<file path="src/rtl/regfile_wb_arbiter_if.sv">
// Writeback request bundle between the two writeback sources and the arbiter.
//
// Signals:
//   a_valid/a_ready/a_addr/a_data  ALU writeback request channel
//   b_valid/b_ready/b_addr/b_data  LSU writeback request channel
//
// Handshake: a transfer happens on the cycle valid && ready. The requester keeps
// valid/addr/data stable until it sees ready. The arbiter raises at most one
// ready per cycle, and raises none while the matching valid is low.
//
// Modports:
//   master  requester side (drives valid/addr/data, observes ready)
//   slave   arbiter side (observes valid/addr/data, drives ready)
interface regfile_wb_arbiter_if #(
  parameter int XLEN = 32
);
  logic            a_valid;
  logic            a_ready;
  logic [4:0]      a_addr;
  logic [XLEN-1:0] a_data;
  logic            b_valid;
  logic            b_ready;
  logic [4:0]      b_addr;
  logic [XLEN-1:0] b_data;

  modport master (
    output a_valid, a_addr, a_data,
    output b_valid, b_addr, b_data,
    input  a_ready, b_ready
  );

  modport slave (
    input  a_valid, a_addr, a_data,
    input  b_valid, b_addr, b_data,
    output a_ready, b_ready
  );
endinterface

</file>
<file path="src/rtl/regfile_wb_arbiter.sv">
// Shares the register bank's single write port between the ALU (A) and the
// load/store unit (B), and keeps a per-register busy scoreboard for decode.
//
// Ports:
//   clk, rst              clock; synchronous active-high reset
//   wb                    A/B writeback request channels (slave modport)
//   issue_valid/addr      decode issued an instruction writing issue_addr
//   rs1_addr/rs2_addr     decode operand queries
//   rs1_busy/rs2_busy     operand has a pending write (from state only)
//   write_register_addr   register bank write address (registered)
//   write_data            register bank write data (registered)
//   write_enable          register bank write strobe (registered)
//
// Arbitration: B wins contention, except when A has already lost STARVE_LIMIT
// consecutive contended cycles; then A is forced through once.
module regfile_wb_arbiter #(
  parameter int XLEN         = 32,
  parameter int STARVE_LIMIT = 4
) (
  input  logic            clk,
  input  logic            rst,
  regfile_wb_arbiter_if.slave wb,
  input  logic            issue_valid,
  input  logic [4:0]      issue_addr,
  input  logic [4:0]      rs1_addr,
  input  logic [4:0]      rs2_addr,
  output logic            rs1_busy,
  output logic            rs2_busy,
  output logic [4:0]      write_register_addr,
  output logic [XLEN-1:0] write_data,
  output logic            write_enable
);

  localparam logic [3:0] LIMIT = 4'(STARVE_LIMIT);

  logic [3:0]  starve_cnt;
  logic        starve_hit;
  logic        a_grant;
  logic        b_grant;
  logic [31:0] busy;
  logic [31:0] busy_next;

  always_comb begin
    starve_hit = (starve_cnt == LIMIT);
    a_grant    = !rst && wb.a_valid && (!wb.b_valid || starve_hit);
    b_grant    = !rst && wb.b_valid && !(wb.a_valid && starve_hit);
    wb.a_ready = a_grant;
    wb.b_ready = b_grant;
  end

  // Set is applied after clear so a new producer issued in the write cycle
  // keeps the register marked busy.
  always_comb begin
    busy_next = busy;
    if (write_enable) busy_next[write_register_addr] = 1'b0;
    if (issue_valid && issue_addr != 5'd0) busy_next[issue_addr] = 1'b1;
    busy_next[0] = 1'b0;
  end

  assign rs1_busy = busy[rs1_addr];
  assign rs2_busy = busy[rs2_addr];

  always_ff @(posedge clk) begin
    if (rst) begin
      write_enable        <= 1'b0;
      write_register_addr <= 5'd0;
      write_data          <= '0;
      starve_cnt          <= 4'd0;
      busy                <= 32'd0;
    end else begin
      write_enable <= 1'b0;
      if (a_grant) begin
        write_register_addr <= wb.a_addr;
        write_data          <= wb.a_data;
        write_enable        <= (wb.a_addr != 5'd0);
      end else if (b_grant) begin
        write_register_addr <= wb.b_addr;
        write_data          <= wb.b_data;
        write_enable        <= (wb.b_addr != 5'd0);
      end

      // b_grant with a_valid high means A lost a contended cycle.
      if (!wb.a_valid || a_grant) begin
        starve_cnt <= 4'd0;
      end else if (b_grant && !starve_hit) begin
        starve_cnt <= starve_cnt + 4'd1;
      end

      busy <= busy_next;
    end
  end

endmodule

</file>
<file path="src/flat_wrapper.sv">
// flat-port wrapper written by rule: the top's interface ports become plain ports
module regfile_wb_arbiter_flat 
#(
  parameter int XLEN         = 32,
  parameter int STARVE_LIMIT = 4
)
  (clk, rst, issue_valid, issue_addr, rs1_addr, rs2_addr, rs1_busy, rs2_busy, write_register_addr, write_data, write_enable, wb_a_valid, wb_a_addr, wb_a_data, wb_b_valid, wb_b_addr, wb_b_data, wb_a_ready, wb_b_ready);
  regfile_wb_arbiter_if #(.XLEN(XLEN)) wb_i ();
  input  logic clk;
  input  logic rst;
  input  logic issue_valid;
  input  logic [4:0] issue_addr;
  input  logic [4:0] rs1_addr;
  input  logic [4:0] rs2_addr;
  output logic rs1_busy;
  output logic rs2_busy;
  output logic [4:0] write_register_addr;
  output logic [XLEN-1:0] write_data;
  output logic write_enable;
  input wire logic [$bits(wb_i.a_valid)-1:0] wb_a_valid;
  input wire logic [$bits(wb_i.a_addr)-1:0] wb_a_addr;
  input wire logic [$bits(wb_i.a_data)-1:0] wb_a_data;
  input wire logic [$bits(wb_i.b_valid)-1:0] wb_b_valid;
  input wire logic [$bits(wb_i.b_addr)-1:0] wb_b_addr;
  input wire logic [$bits(wb_i.b_data)-1:0] wb_b_data;
  output wire logic [$bits(wb_i.a_ready)-1:0] wb_a_ready;
  output wire logic [$bits(wb_i.b_ready)-1:0] wb_b_ready;
  assign wb_i.a_valid = wb_a_valid;
  assign wb_i.a_addr = wb_a_addr;
  assign wb_i.a_data = wb_a_data;
  assign wb_i.b_valid = wb_b_valid;
  assign wb_i.b_addr = wb_b_addr;
  assign wb_i.b_data = wb_b_data;
  assign wb_a_ready = wb_i.a_ready;
  assign wb_b_ready = wb_i.b_ready;
  regfile_wb_arbiter #(.XLEN(XLEN), .STARVE_LIMIT(STARVE_LIMIT)) u_core (.clk(clk), .rst(rst), .wb(wb_i), .issue_valid(issue_valid), .issue_addr(issue_addr), .rs1_addr(rs1_addr), .rs2_addr(rs2_addr), .rs1_busy(rs1_busy), .rs2_busy(rs2_busy), .write_register_addr(write_register_addr), .write_data(write_data), .write_enable(write_enable));
endmodule
</file>
<file path="config.mk">
export PLATFORM = sky130hd
export DESIGN_NAME = regfile_wb_arbiter_flat
export DESIGN_NICKNAME = d
export VERILOG_FILES = /design/src/rtl/regfile_wb_arbiter_if.sv /design/src/rtl/regfile_wb_arbiter.sv /design/src/flat_wrapper.sv
export SDC_FILE = /design/constraint.sdc
export NUM_CORES = 1
export LEC_CHECK = 0
export ABC_CLOCK_PERIOD_IN_PS = 4200
export CORE_MARGIN = 2
export CORE_UTILIZATION = 48
export CTS_CLUSTER_SIZE = 12
export DETAILED_ROUTE_END_ITERATION = 7
export PLACE_DENSITY = 0.95
export SLEW_MARGIN = 10
export SYNTH_ARGS = -nofsm -noshare
export SYNTH_HDL_FRONTEND = slang
export SYNTH_SLANG_ARGS = --single-unit
</file>
<file path="constraint.sdc">
create_clock -name clk -period 4.2 [get_ports clk]
set_clock_uncertainty 0.1 [all_clocks]
set_input_delay 0.84 -clock clk [delete_from_list [all_inputs] [get_ports clk]]
set_output_delay 0.84 -clock clk [all_outputs]
set_load 0.01 [all_outputs]
</file>
# --- Word level (Yosys, flattened, before mapping) ---
# Index checks and enable logic that the tools add are counted.
totals:
  reg_bits: 74
  inputBits: 94
  out_inout_bits: 42
  elab_cells: 54
classes:
  addsub: 1
  order_cmp: 6
  n_eq_ne: 1
  mux: 16
  bitwise_logic: 3
  reduce_logical: 21
ops:
  columns: ["cell", "n"]
  rows:
  - ["32-bit 2-to-1 mux", 4]
  - ["32-bit bitwise AND", 1]
  - ["32-bit inverter", 1]
  - ["32-bit bitwise OR", 1]
  - ["5-bit by 6-bit < comparator with 1-bit output (second input constant)", 4]
  - ["5-bit nonzero test", 3]
  - ["1-bit binary-select mux with 5-bit select", 2]
  - ["1-bit demux with 5-bit select", 2]
  - ["5-bit by 1-bit >= comparator with 1-bit output (second input constant)", 2]
  - ["5-bit 2-to-1 mux", 2]
  - ["1-bit logical AND", 9]
  - ["1-bit 2-to-1 mux", 6]
  - ["1-bit zero test", 5]
  - ["4-bit by 1-bit adder with 4-bit output (second input constant)", 1]
  - ["4-bit by 3-bit equality test with 1-bit output (second input constant)", 1]
  - ["1-bit logical OR", 2]
  - ["2-bit nonzero test", 1]
  - ["2-bit OR reduction", 1]

# --- Depth between registers and ports, before layout ---
# Gate-level depths: netlist of the first run.
depth:
  word_depth: 9
  depth_mapped: 9
  ltp_nobuf: 7

# --- Least setup slack after synthesis of the first run ---
# No wires, ideal clock.
synth_path:
  kind: "input port to output port"
  start: "in rs1_addr[0]"
  end: "out rs1_busy"
  arrival_time_ns: 2.024
  required_ns: 3.260
  path_slack_ns: 1.236
  cell_stages: 5
  n_path_buf: 1
  path_cell_list: "clkbuf_1 mux4_2 nand2b_1 o211ai_1 nand4_1"
synth_via:
  elab_chain_len: 2
synth_lines:
  columns: ["element", "line_no", "source"]
  rows:
  - ["start, declared", "flat_wrapper.sv:13", "input logic [4:0] rs1_addr;"]
  - ["1-bit binary-select mux with 5-bit select", "regfile_wb_arbiter.sv:60", "assign rs1_busy = busy[rs1_addr];"]
  - ["1-bit 2-to-1 mux (implied by the code)", "regfile_wb_arbiter.sv:60", null]
  - ["end, declared", "flat_wrapper.sv:15", "output logic rs1_busy;"]
# Every way passes these cells. The select of a mux whose other input is x is not followed.

# --- Worst setup path after layout of the first run ---
# Same ends and word-level chain as after synthesis.

==> reports/qor.csv, run 1 <==
stage;metric;value;unit
sta;final setup TNS;0;ns
flow_run;max-cap viol count;0;
route;antenna viol nets, final;0;
route;# DRC;0;
synth;top cells by area, synth;dfxtp_1 (39%), mux2i_1 (15%), a211oi_1 (7.9%);
route;Starting DRT DRC Count;282;
power;PD cells;293;nW/µm²
global_routing;initial antenna violation count;0;
placed_design;Placed Cells;638;
synth;YS warnings;0;
synth;top_reg_cell synth;dfxtp_1;
min_path;HP Class;reg -> reg;
global_routing;first-pass GRT wire length;18.4;mm
synth;post-synthesis cell count;430;
sta;Final setup viols;0;
floorplan;die width;92.0;µm
synth;sequential share of the synthesized area;39.3;%
final_layout;Non-Filler Instances;651;
sta;Slew HR;34.5;%
clocking;CTS tree;built;
synth;count of different cell masters after synthesis;37;
clocking;Reg clk slew, reported paths;0.07;ns
clocking;worst skew pair latency;0.34;ns
global_routing;largest net degree at the start of global routing;75;
route;Pre-Repair DR Iteration Count;6;
floorplan;Die Y;92.0;µm
synth;Synth Cell Area;3720;µm²
status;status;completed;
sta;Slew @ Worst Pin;0.981;ns
setup_path;Crit. End Element;primary output;
synth;Yosys top cell area share;39.3;%
synth;syn_area_per_cell;8.65;µm²
floorplan;IO Pins;136;
clocking;TritonCTS buffer count;9;
final_layout;total of fill cells in the finished design;555;
setup_path;Arrival @ worst endpoint;2.96;ns
sta;Final Hold Viols;0;
route;Routed WL;11.5;mm
setup_path;worst endpoint required time;3.26;ns
sta;Fmax;0.257;GHz
setup_path;Top delay family on crit path;buffers and inverters;
route;DR vias/cell;5.87;
setup_path;cell with the most instances on the worst path;clkdlybuf4s50_1;
synth;multiplexer share of the synthesized area;18.4;%
sta;unrepaired setup endpoints after global routing;false;
final_layout;Final Net Count;643;
setup_path;Setup CP Type;in -> out;
final_layout;P&R area growth vs syn;40.3;%
final_layout;post-route core utilization;68.6;%
setup_path;WP buf/inv;2;
final_layout;number of diodes;0;
global_routing;total grt overflow;0;
global_routing;Total GRT Usage;27.4;%
placed_design;GP Congestion;0.908;
final_layout;Reg area;1460;µm²
setup_path;CP Cell Sequence;clkdlybuf4s50_1, mux4_2, nand2b_1, o211ai_1, nand4_1, clkdlybuf4s50_1;
setup_path;Startpoint Class;input pin;
synth;xor/xnor share of the synthesized area;0.471;%
clocking;Root Buffer;clkbuf_8;
synth;Post-Synth Adder-Cell Area;0.672;%
synth;simple-gate share of the synthesized area;16.7;%
route;drt wl/cell;17.6;µm
floorplan;Starting Density;48.9;%
clocking;Longest Clk Path Bufs;2;
setup_path;slowest cell on the critical path;clkdlybuf4s50_1;
setup_path;CP Max Fanout;7;
global_routing;vias in the first global route;3761;
placed_design;post-DP HPWL;8.51;mm
sta;period utilization;92.8;%
placed_design;PortBufs;135;
floorplan;die area;8470;µm²
power;P_leak;1.97;nW
final_layout;Multi-input gate area;2090;µm²
synth;largest family of logic cells by synthesized area;compound AO/OA/AOI/OAI gates;
synth;FFs w/ async S/R, synth;0;%
clocking;total clock sinks;73;
sta;max-slew violation count;0;
clocking;post-CTS sizing;0;
sta;crit path time final;3.90;ns
floorplan;FP Rows;32;
clocking;cts hold-fix bufs;0;
synth;Yosys reg bits;73;
route;vias;3821;
synth;Mapped Nets;526;
sta;final worst slack;0.303;ns
placed_design;dpl ws;0.285;ns
clocking;setup bufs post-CTS;0;
setup_path;critical path's largest stage delay;0.66;ns
power;worst vdd ir;0.000249;V
final_layout;layout cells sized above 1;4.37;%
synth;post-synthesis compound-gate area fraction;19.5;%
synth;EDFF count, synth;0;
clocking;CTS H-tree depth;3;
floorplan;core area;7610;µm²
synth;Synth area leader;dfxtp_1;
-- cell type report --
| cell class | count | share of cell area [%] |
|---|---|---|
| inverters | 7 | 0.503 |
| repair buffers | 138 | 26.2 |
| flip-flops and latches | 73 | 28.0 |
| clock buffers | 12 | 2.78 |
| multi-input cells | 318 | 40.0 |
| clock inverters | 1 | 0.0959 |
| well taps | 102 | 2.44 |
-- cells in the mapped netlist, drive strengths merged (2+ instances only) --
master	number
nor2b	5
ha	2
inv	7
o2111ai	2
nand2	38
clkbuf	21
a21oi	38
nor2	51
nand3	12
mux2i	55
o21ai	33
and3b	3
a211oi	39
nand2b	4
dfxtp	73
mux4	6
or4	2
nand3b	6
or3b	2
buf	11
o211ai	2
and3	2
nor3b	4
nand4	2
a22oi	4
-- per-stage QoR --
| stage | total power [mW] | hold WS [ns] | area [µm²] |
|---|---|---|---|
| 6_report | 1.53 | 0.374 | 5220 |
| 5_1_grt | 1.60 | 0.380 | 5220 |
| 4_1_cts | 1.53 | 0.371 | 5220 |
| 3_5_place_dp | 1.09 | 0.355 | 5070 |
| 3_3_place_gp | 1.07 | 0.339 | 5070 |
| 2_1_floorplan | 0.902 | 0.330 | 3720 |
-- final timing paths --
path,slack (ns),startpoint,end,cells past startpoint
worst min-delay path,0.37,u_core.starve_cnt[0],u_core.starve_cnt[0],1
worst max register to register,2.00,u_core.starve_cnt[0],u_core.write_data[11],7
worst min register to register,0.37,u_core.starve_cnt[0],u_core.starve_cnt[0],1
worst max-delay path,0.30,rs1_addr[0],rs1_busy,6
-- layer usage --
layer,up-vias,GRT usage (%),share of wire (%)
met5,-,0,0
met4,0,11.6,3.5
met3,32,8.38,9.5
met2,202,48.4,51
met1,1803,30.5,36
li1,1784,-,-
-- power by group --
part	leakage, nW	internal, mW	switching, mW
clock	0.0782	0.220	0.236
combinational	1.29	0.184	0.138
sequential	0.598	0.725	0.0279
total	1.97	1.13	0.402
-- kinds of logic after synthesis --
family | Yosys count
AO/OA/AOI/OAI | 120
XOR/XNOR | 2
adder cells (fa/ha/maj) | 2
buffers and inverters | 39
flip-flops | 73
multiplexers | 61
AND/OR/NAND/NOR | 133
-- sequential cells by signal, indices dropped and copies added (netlist names) --
register	flops
u_core.write_data	32
u_core.starve_cnt	4
u_core.write_register_addr	5
u_core.busy	31
u_core.write_enable	1
-- cell usage in the layout (no fill, tap or decap), drive strengths merged, types with 7 or more instances in the layout --
cell / count
mux2i: 55
a211oi: 39
nand2: 38
inv: 7
a21oi: 38
clkdlybuf4s50: 134
o21ai: 33
dfxtp: 73
clkbuf: 12
nor2: 51
nand3: 12
No activity file was read; power rests on OpenSTA's default activity.
==> run 2: changes to the inputs <==
CELL_PAD_IN_SITES_DETAIL_PLACEMENT = 0   (was unset)
CELL_PAD_IN_SITES_GLOBAL_PLACEMENT = 1   (was unset)
CORE_UTILIZATION = 35   (was 48)
SLEW_MARGIN = unset   (was 10)
==> reports/qor.csv, run 2 (synthesized netlist as in run 1, its figures left out) <==
stage;metric;value;unit
status;status;completed;
power;Design Power;1.70;mW
placed_design;post-DP HPWL;8.39;mm
sta;max-slew violation count;0;
route;Pre-Repair DR Iteration Count;5;
final_layout;most frequent cells in the layout;clkdlybuf4s50_1 (134), dfxtp_1 (73), mux2i_1 (55);
clocking;Root Buffer;clkbuf_8;
final_layout;post-route core utilization;51.9;%
clocking;setup bufs post-CTS;0;
floorplan;FP Rows;37;
final_layout;layout cells sized above 1;5.60;%
placed_design;Placed Cells;674;
clocking;Longest Clk Path Bufs;2;
sta;unrepaired setup endpoints after global routing;false;
route;Starting DRT DRC Count;175;
clocking;total clock sinks;73;
sta;period utilization;92.5;%
clocking;worst skew pair latency;0.35;ns
global_routing;largest net degree at the start of global routing;75;
route;DR vias/cell;5.33;
clocking;CTS H-tree depth;3;
final_layout;Reg area;1460;µm²
sta;Final setup viols;0;
sta;Fmax;0.257;GHz
flow_run;max-cap viol count;0;
clocking;post-CTS sizing;0;
final_layout;Non-Filler Instances;690;
setup_path;Arrival @ worst endpoint;2.95;ns
floorplan;die width;107;µm
final_layout;number of diodes;0;
global_routing;Total GRT Usage;19.6;%
global_routing;total grt overflow;0;
global_routing;first-pass GRT wire length;17.9;mm
sta;final hold slack;0.380;ns
final_layout;final instance area;5360;µm²
power;worst vdd ir;0.000242;V
route;Routed WL;11.4;mm
route;vias;3679;
placed_design;GP Congestion;0.908;
final_layout;Top reg by flops;u_core.write_data;
sta;final worst slack;0.315;ns
route;drt wl/cell;16.6;µm
sta;final setup TNS;0;ns
sta;Slew HR;33.8;%
power;P_leak;2.01;nW
global_routing;initial antenna violation count;0;
placed_design;PortBufs;135;
clocking;cts hold-fix bufs;0;
setup_path;Setup CP Type;in -> out;
clocking;TritonCTS buffer count;9;
sta;Final Hold Viols;0;
sta;Slew @ Worst Pin;0.990;ns
route;# DRC;0;
final_layout;most common cell after layout, fill and taps aside;clkdlybuf4s50_1;
power;PD cells;318;nW/µm²
setup_path;CP Max Fanout;7;
clocking;Reg clk slew, reported paths;0.08;ns
setup_path;worst endpoint required time;3.26;ns
final_layout;P&R area growth vs syn;43.9;%
placed_design;dpl ws;0.315;ns
global_routing;vias in the first global route;3816;
floorplan;Die Y;107;µm
final_layout;Top Registers;u_core.write_data x32, u_core.busy x31, u_core.write_register_addr x5;
sta;crit path time final;3.89;ns
setup_path;Startpoint Class;input pin;
floorplan;core area;10300;µm²
final_layout;Final Net Count;645;
floorplan;Starting Density;36.0;%
final_layout;max reg flops;32;
final_layout;Multi-input gate area;2090;µm²
floorplan;IO Pins;136;
floorplan;die area;11500;µm²
min_path;HP Class;reg -> reg;
setup_path;Crit. End Element;primary output;
final_layout;total of fill cells in the finished design;960;
placed_design;Placed Area;5130;µm²
route;antenna viol nets, final;0;
clocking;CTS tree;built;
## run 2: cell count changes in the layout (fill, tap and decap cells not counted)
cell / delta
clkinv_4: +1
clkbuf_1: -2
buf_4: +2
inv_6: +1
bufinv_16: +2
clkinvlp_4: +1
## run 2: path summary, 6_finish.rpt
path / slack [ns] / endpoint / start / depth (start not counted)
min reg2reg: 0.38 / u_core.starve_cnt[0] / u_core.starve_cnt[0] / 1
max: 0.31 / rs2_busy / rs2_addr[0] / 6
min: 0.38 / u_core.starve_cnt[0] / u_core.starve_cnt[0] / 1
max reg2reg: 2.03 / u_core.write_data[23] / u_core.starve_cnt[0] / 7
## run 2: layout make-up
| class | count | area share (%) |
|---|---|---|
| Tap cell | 136 | 3.18 |
| Inverter | 7 | 0.491 |
| Clock buffer | 10 | 2.57 |
| Timing Repair Buffer | 140 | 25.8 |
| Multi-Input combinational cell | 318 | 39.0 |
| Clock inverter | 6 | 1.68 |
| Sequential cell | 73 | 27.3 |
## run 2: worst max-delay path, stage by stage
cell,delay (ns)
clkdlybuf4s50_1,0.68
mux4_2,0.53
nand2b_1,0.15
o2111ai_1,0.12
nand4_1,0.12
clkdlybuf4s50_1,0.49
## run 2: layer usage
layer	part of all wire (%)	routed length, µm	up-vias	global-route usage, %
li1	-	-	1793	-
met1	40	4530	1704	21.8
met2	49	5660	161	34.1
met3	9.3	1060	21	6.69
met4	1.7	191	0	7.98
met5	0	0	-	0
## run 2: power by group
group / switching (mW) / internal [mW] / total [mW]
combinational: 0.135 / 0.185 / 0.320
clock: 0.277 / 0.353 / 0.630
sequential: 0.0271 / 0.725 / 0.752
total: 0.439 / 1.26 / 1.70
==> run 3: changes to the inputs <==
GPL_ROUTABILITY_DRIVEN = 0   (was unset)
REMOVE_ABC_BUFFERS = 1   (was unset)
==> reports/qor.csv, run 3 (synthesized netlist as in run 1, its figures left out) <==
stage;metric;value;unit
status;status;completed;
clocking;CTS tree;built;
final_layout;Multi-input gate area;2090;µm²
sta;Slew @ Worst Pin;0.924;ns
final_layout;Top reg by flops;u_core.write_data;
setup_path;WP buf/inv;2;
power;sequential share of power;44.1;%
route;# DRC;0;
final_layout;total of fill cells in the finished design;971;
final_layout;max reg flops;32;
setup_path;Top delay family on crit path;buffers and inverters;
power;Design Power;1.71;mW
sta;final hold slack;0.377;ns
route;top routing layer in use;met4;
clocking;cts hold-fix bufs;0;
final_layout;Final Net Count;645;
placed_design;post-DP HPWL;8.32;mm
floorplan;Die Y;107;µm
route;Met3 Wirelength;1.28;mm
final_layout;Top Registers;u_core.write_data x32, u_core.busy x31, u_core.write_register_addr x5;
power;Gate power share;18.6;%
clocking;Root Buffer;clkbuf_8;
floorplan;die width;107;µm
placed_design;PortBufs;135;
global_routing;total grt overflow;0;
setup_path;slowest cell on the critical path;clkdlybuf4s50_1;
clocking;worst skew pair latency;0.36;ns
global_routing;initial antenna violation count;0;
power;switch share;25.3;%
clocking;total clock sinks;73;
clocking;Reg clk slew, reported paths;0.07;ns
final_layout;Reg area;1460;µm²
setup_path;critical path's largest stage delay;0.67;ns
floorplan;die area;11500;µm²
global_routing;vias in the first global route;3700;
final_layout;number of diodes;0;
final_layout;layout cells sized above 1;5.60;%
sta;crit path time final;3.85;ns
route;DR vias/cell;5.36;
sta;period utilization;91.8;%
power;Clk pwr share;37.3;%
power;PD cells;319;nW/µm²
clocking;setup bufs post-CTS;0;
sta;max-slew violation count;0;
final_layout;most frequent cells in the layout;clkdlybuf4s50_1 (134), dfxtp_1 (73), mux2i_1 (55);
sta;Final setup viols;0;
route;Pre-Repair DR Iteration Count;4;
final_layout;P&R area growth vs syn;44.0;%
global_routing;largest net degree at the start of global routing;75;
setup_path;Setup CP Type;in -> out;
power;worst vdd ir;0.000188;V
power;P_leak;2.01;nW
floorplan;FP Rows;37;
route;antenna viol nets, final;0;
global_routing;Total GRT Usage;20.0;%
route;Starting DRT DRC Count;218;
route;met2 routed wirelength;5.29;mm
sta;Slew HR;38.3;%
sta;Final Hold Viols;0;
sta;unrepaired setup endpoints after global routing;false;
flow_run;max-cap viol count;0;
setup_path;Startpoint Class;input pin;
final_layout;most common cell after layout, fill and taps aside;clkdlybuf4s50_1;
route;vias;3697;
final_layout;post-route core utilization;51.9;%
setup_path;Arrival @ worst endpoint;2.91;ns
sta;final setup TNS;0;ns
placed_design;Placed Cells;674;
setup_path;CP Cell Sequence;clkdlybuf4s50_1, mux4_2, nand2b_1, o211ai_1, nand4_1, clkdlybuf4s50_1;
route;Routed WL;11.4;mm
floorplan;Starting Density;36.0;%
final_layout;Non-Filler Instances;690;
clocking;TritonCTS buffer count;9;
clocking;post-CTS sizing;0;
min_path;HP Class;reg -> reg;
setup_path;CP Max Fanout;7;
power;Pint;1.27;mW
setup_path;Crit. End Element;primary output;
global_routing;first-pass GRT wire length;18.1;mm
floorplan;core area;10300;µm²
power;switching pwr;0.432;mW
clocking;CTS H-tree depth;3;
route;drt wl/cell;16.5;µm
route;wl on met1;4.65;mm
sta;Fmax;0.259;GHz
floorplan;IO Pins;136;
setup_path;worst endpoint required time;3.26;ns
clocking;Longest Clk Path Bufs;2;
setup_path;cell with the most instances on the worst path;clkdlybuf4s50_1;
==> run 3: per-layer routing <==
metal / up-vias / global-route usage [%]
met2: 177 / 32.8
met4: 0 / 6.49
met1: 1717 / 23.9
met3: 11 / 7.78
met5: - / 0
li1: 1792 / -
==> run 3: layout make-up <==
| type | count | share of cell area (%) |
|---|---|---|
| Sequential cell | 73 | 27.3 |
| Inverter | 7 | 0.490 |
| Clock buffer | 11 | 2.83 |
| Multi-Input combinational cell | 318 | 39.0 |
| Tap cell | 136 | 3.18 |
| Timing Repair Buffer | 140 | 25.8 |
| Clock inverter | 5 | 1.45 |
==> run 3: stage by stage <==
| step | worst slack [ns] | instance area (µm²) |
|---|---|---|
| after global placement | 0.372 | 5130 |
| after detailed placement | 0.345 | 5130 |
| after CTS | 0.339 | 5360 |
| final | 0.346 | 5360 |
| after global routing | 0.237 | 5360 |
| after floorplan | -0.464 | 3560 |
==> run 3: path summary, 6_finish.rpt <==
| path | from | end | slack (ns) | cells after the start |
|---|---|---|---|---|
| hold reg to reg | u_core.starve_cnt[0] | u_core.starve_cnt[0] | 0.38 | 1 |
| setup reg to reg | u_core.starve_cnt[0] | u_core.write_data[27] | 2.03 | 7 |
| hold / removal | u_core.starve_cnt[0] | u_core.starve_cnt[0] | 0.38 | 1 |
| setup / recovery | rs2_addr[0] | rs2_busy | 0.35 | 6 |
==> run 3: worst register-to-register path: cells and delay by family (launching register included) <==
| family | cells | cell delay (ns) |
|---|---|---|
| AOI/OAI and AO/OA | 2 | 0.38 |
| DFF | 1 | 0.39 |
| and+or+nand+nor | 2 | 0.37 |
| buffers and inverters | 2 | 0.65 |
| adders and majority gates | 1 | 0.21 |
==> run 3: power by group through the flow <==
| stage | combinational, mW | clock, mW | sequential (mW) |
|---|---|---|---|
| after floorplan | 0.106 | 0 | 0.774 |
| after global placement | 0.312 | 0 | 0.767 |
| after detailed placement | 0.317 | 0 | 0.768 |
| after CTS | 0.319 | 0.648 | 0.752 |
| after global routing | 0.342 | 0.674 | 0.758 |
| final | 0.317 | 0.637 | 0.753 |
==> variant, RTL diff (settings of run 2) <==
`XLEN` is set to 32 in 3 places; all go to 48.
--- a/src/rtl/regfile_wb_arbiter_if.sv
+++ b/src/rtl/regfile_wb_arbiter_if.sv
@@ -12,7 +12,7 @@
 //   master  requester side (drives valid/addr/data, observes ready)
 //   slave   arbiter side (observes valid/addr/data, drives ready)
 interface regfile_wb_arbiter_if #(
-  parameter int XLEN = 32
+  parameter int XLEN = 48
 );
   logic            a_valid;
   logic            a_ready;
--- a/src/rtl/regfile_wb_arbiter.sv
+++ b/src/rtl/regfile_wb_arbiter.sv
@@ -14,7 +14,7 @@
 // Arbitration: B wins contention, except when A has already lost STARVE_LIMIT
 // consecutive contended cycles; then A is forced through once.
 module regfile_wb_arbiter #(
-  parameter int XLEN         = 32,
+  parameter int XLEN         = 48,
   parameter int STARVE_LIMIT = 4
 ) (
   input  logic            clk,
--- a/src/flat_wrapper.sv
+++ b/src/flat_wrapper.sv
@@ -1,7 +1,7 @@
 // flat-port wrapper written by rule: the top's interface ports become plain ports
 module regfile_wb_arbiter_flat 
 #(
-  parameter int XLEN         = 32,
+  parameter int XLEN         = 48,
   parameter int STARVE_LIMIT = 4
 )
   (clk, rst, issue_valid, issue_addr, rs1_addr, rs2_addr, rs1_busy, rs2_busy, write_register_addr, write_data, write_enable, wb_a_valid, wb_a_addr, wb_a_data, wb_b_valid, wb_b_addr, wb_b_data, wb_a_ready, wb_b_ready);
Ports: changed (resized wb_a_data, wb_b_data and write_data); port bits go from 136 to 184. The function was not compared with the original's and may differ.
==> variant against run 2 <==
Synthesized area grew 21%. Non-clock buffer count is 49 higher. Worst setup slack better by 9.5 ps. Global-route usage grew 0.42 points. Wire length grew 21%. Sequential cell count up 16. Total power rose by 22%. Cell area rose by 23%. Die area rose by 20%. Largest cell class unchanged. Highest routed layer unchanged.
==> variant: results (changes against run 2) <==
Final layout net count: 789 (+22%). The commonest cells after synthesis are 89 x dfxtp_1, 71 x mux2i_1, 69 x nor2_1. The clock-pin slew on the worst setup and hold paths came out at 60 ps (-20 ps). The tools report the count of distinct cell types in the synthesized netlist as 39 (+5.4%). After synthesis, the cell types taking the most area are dfxtp_1 40%, mux2i_1 16%, a211oi_1 9.2%, nor2_1 5.8%, a21oi_1 4.1%.

The maximum vdd ir drop is 200 uV (-17%). In the final layout, the registers with the most flip-flops are u_core.write_data: 48 flops, u_core.busy: 31 flops, u_core.write_register_addr: 5 flops. The layout filler cell count was 1137 (+18%); the leakage power was 2.50 nW (+24%). Setup slack of the worst register-to-register path: 1790 ps (-240 ps). Endpoint of the worst register-to-register path: u_core.write_data[1]$_SDFFE_PP0P_. The run gives 627 (+19%) as the number of nets in the synthesized netlist. The run finished with clean final reports. Post-placement cell area: 0.00633 mm^2 (+23%).

The largest net degree at the start of global routing is 108 (+44%), and the actual transition at the worst max-transition pin is 1010 ps (+21.4 ps). For the total wire length, the log shows 13900 um (+21%). The logs give 10500 um (+25%) for the HPWL after detailed placement and 376 ps (-3.20 ps) for the final-layout worst hold slack. For the vias after detailed routing, the log shows 4373 (+19%). The tools report the data arrival time of the critical path as 2940 ps (about the same). The logs give 1.57 mW (+24%) for the internal power summed over all cells and 7 (+2) for the total iterations of the first detailed-routing run. The port buffer count works out to 183 (+36%). The insertion delay to the later sink of the worst-skew pair is 330 ps (-20 ps).

The routability congestion estimate is 0.855 (-5.8%).
==> variant: routing by layer <==
layer,wire [um],global-route usage,share of wire
met1,5650,0.229,0.41
met2,6920,0.346,0.50
met3,1070,0.0686,0.077
met4,257,0.0730,0.018
met5,0,0,0
==> variant: cell type report <==
type | count | area, um^2 | area share
clock buffers | 13 | 260 | 0.0394
inverters | 7 | 26.3 | 0.00398
clock inverters | 2 | 13.8 | 0.00208
repair buffers | 189 | 1870 | 0.283
well taps | 172 | 215 | 0.0326
flip-flops and latches | 89 | 1780 | 0.270
multi-input cells | 365 | 2440 | 0.369
==> variant: worst max path at each step <==
stage                startpoint       end  cells past startpoint
global placement    rs1_addr[0]  rs1_busy                      6
global route        rs2_addr[0]  rs2_busy                      6
CTS                 rs1_addr[0]  rs1_busy                      6
detailed placement  rs1_addr[0]  rs1_busy                      6
floorplan           rs1_addr[0]  rs1_busy                      5
finish              rs2_addr[0]  rs2_busy                      6
==> variant: logic make-up (layout without fill, tap and decap cells) <==
family                     Yosys count  in the layout  share of synthesized area
xor gates and xnor gates             2              2                    0.00390
DFF                                 89             89                      0.396
buffers and inverters               45            211                     0.0620
AOI/OAI and AO/OA                  134            134                      0.192
and+or+nand+nor                    150            150                      0.152
muxes                               77             77                      0.188
adders and majority gates            2              2                    0.00556
==> variant: per-stage QoR <==
step                setup WS (ps)  instances   util
floorplan                    1370        499      -
global placement              336        822  0.504
detailed placement            318        822  0.504
CTS                           312        837  0.526
global route                  207        837  0.526
finish                        325        837  0.526
==> variant: power by group through the flow <==
stage               combinational [mW]  clock [mW]  sequential [mW]
floorplan                        0.170           0            0.950
global placement                 0.410           0            0.940
CTS                              0.419       0.760            0.924
global route                     0.447       0.802            0.930
detailed placement               0.416           0            0.942
finish                           0.416       0.741            0.924
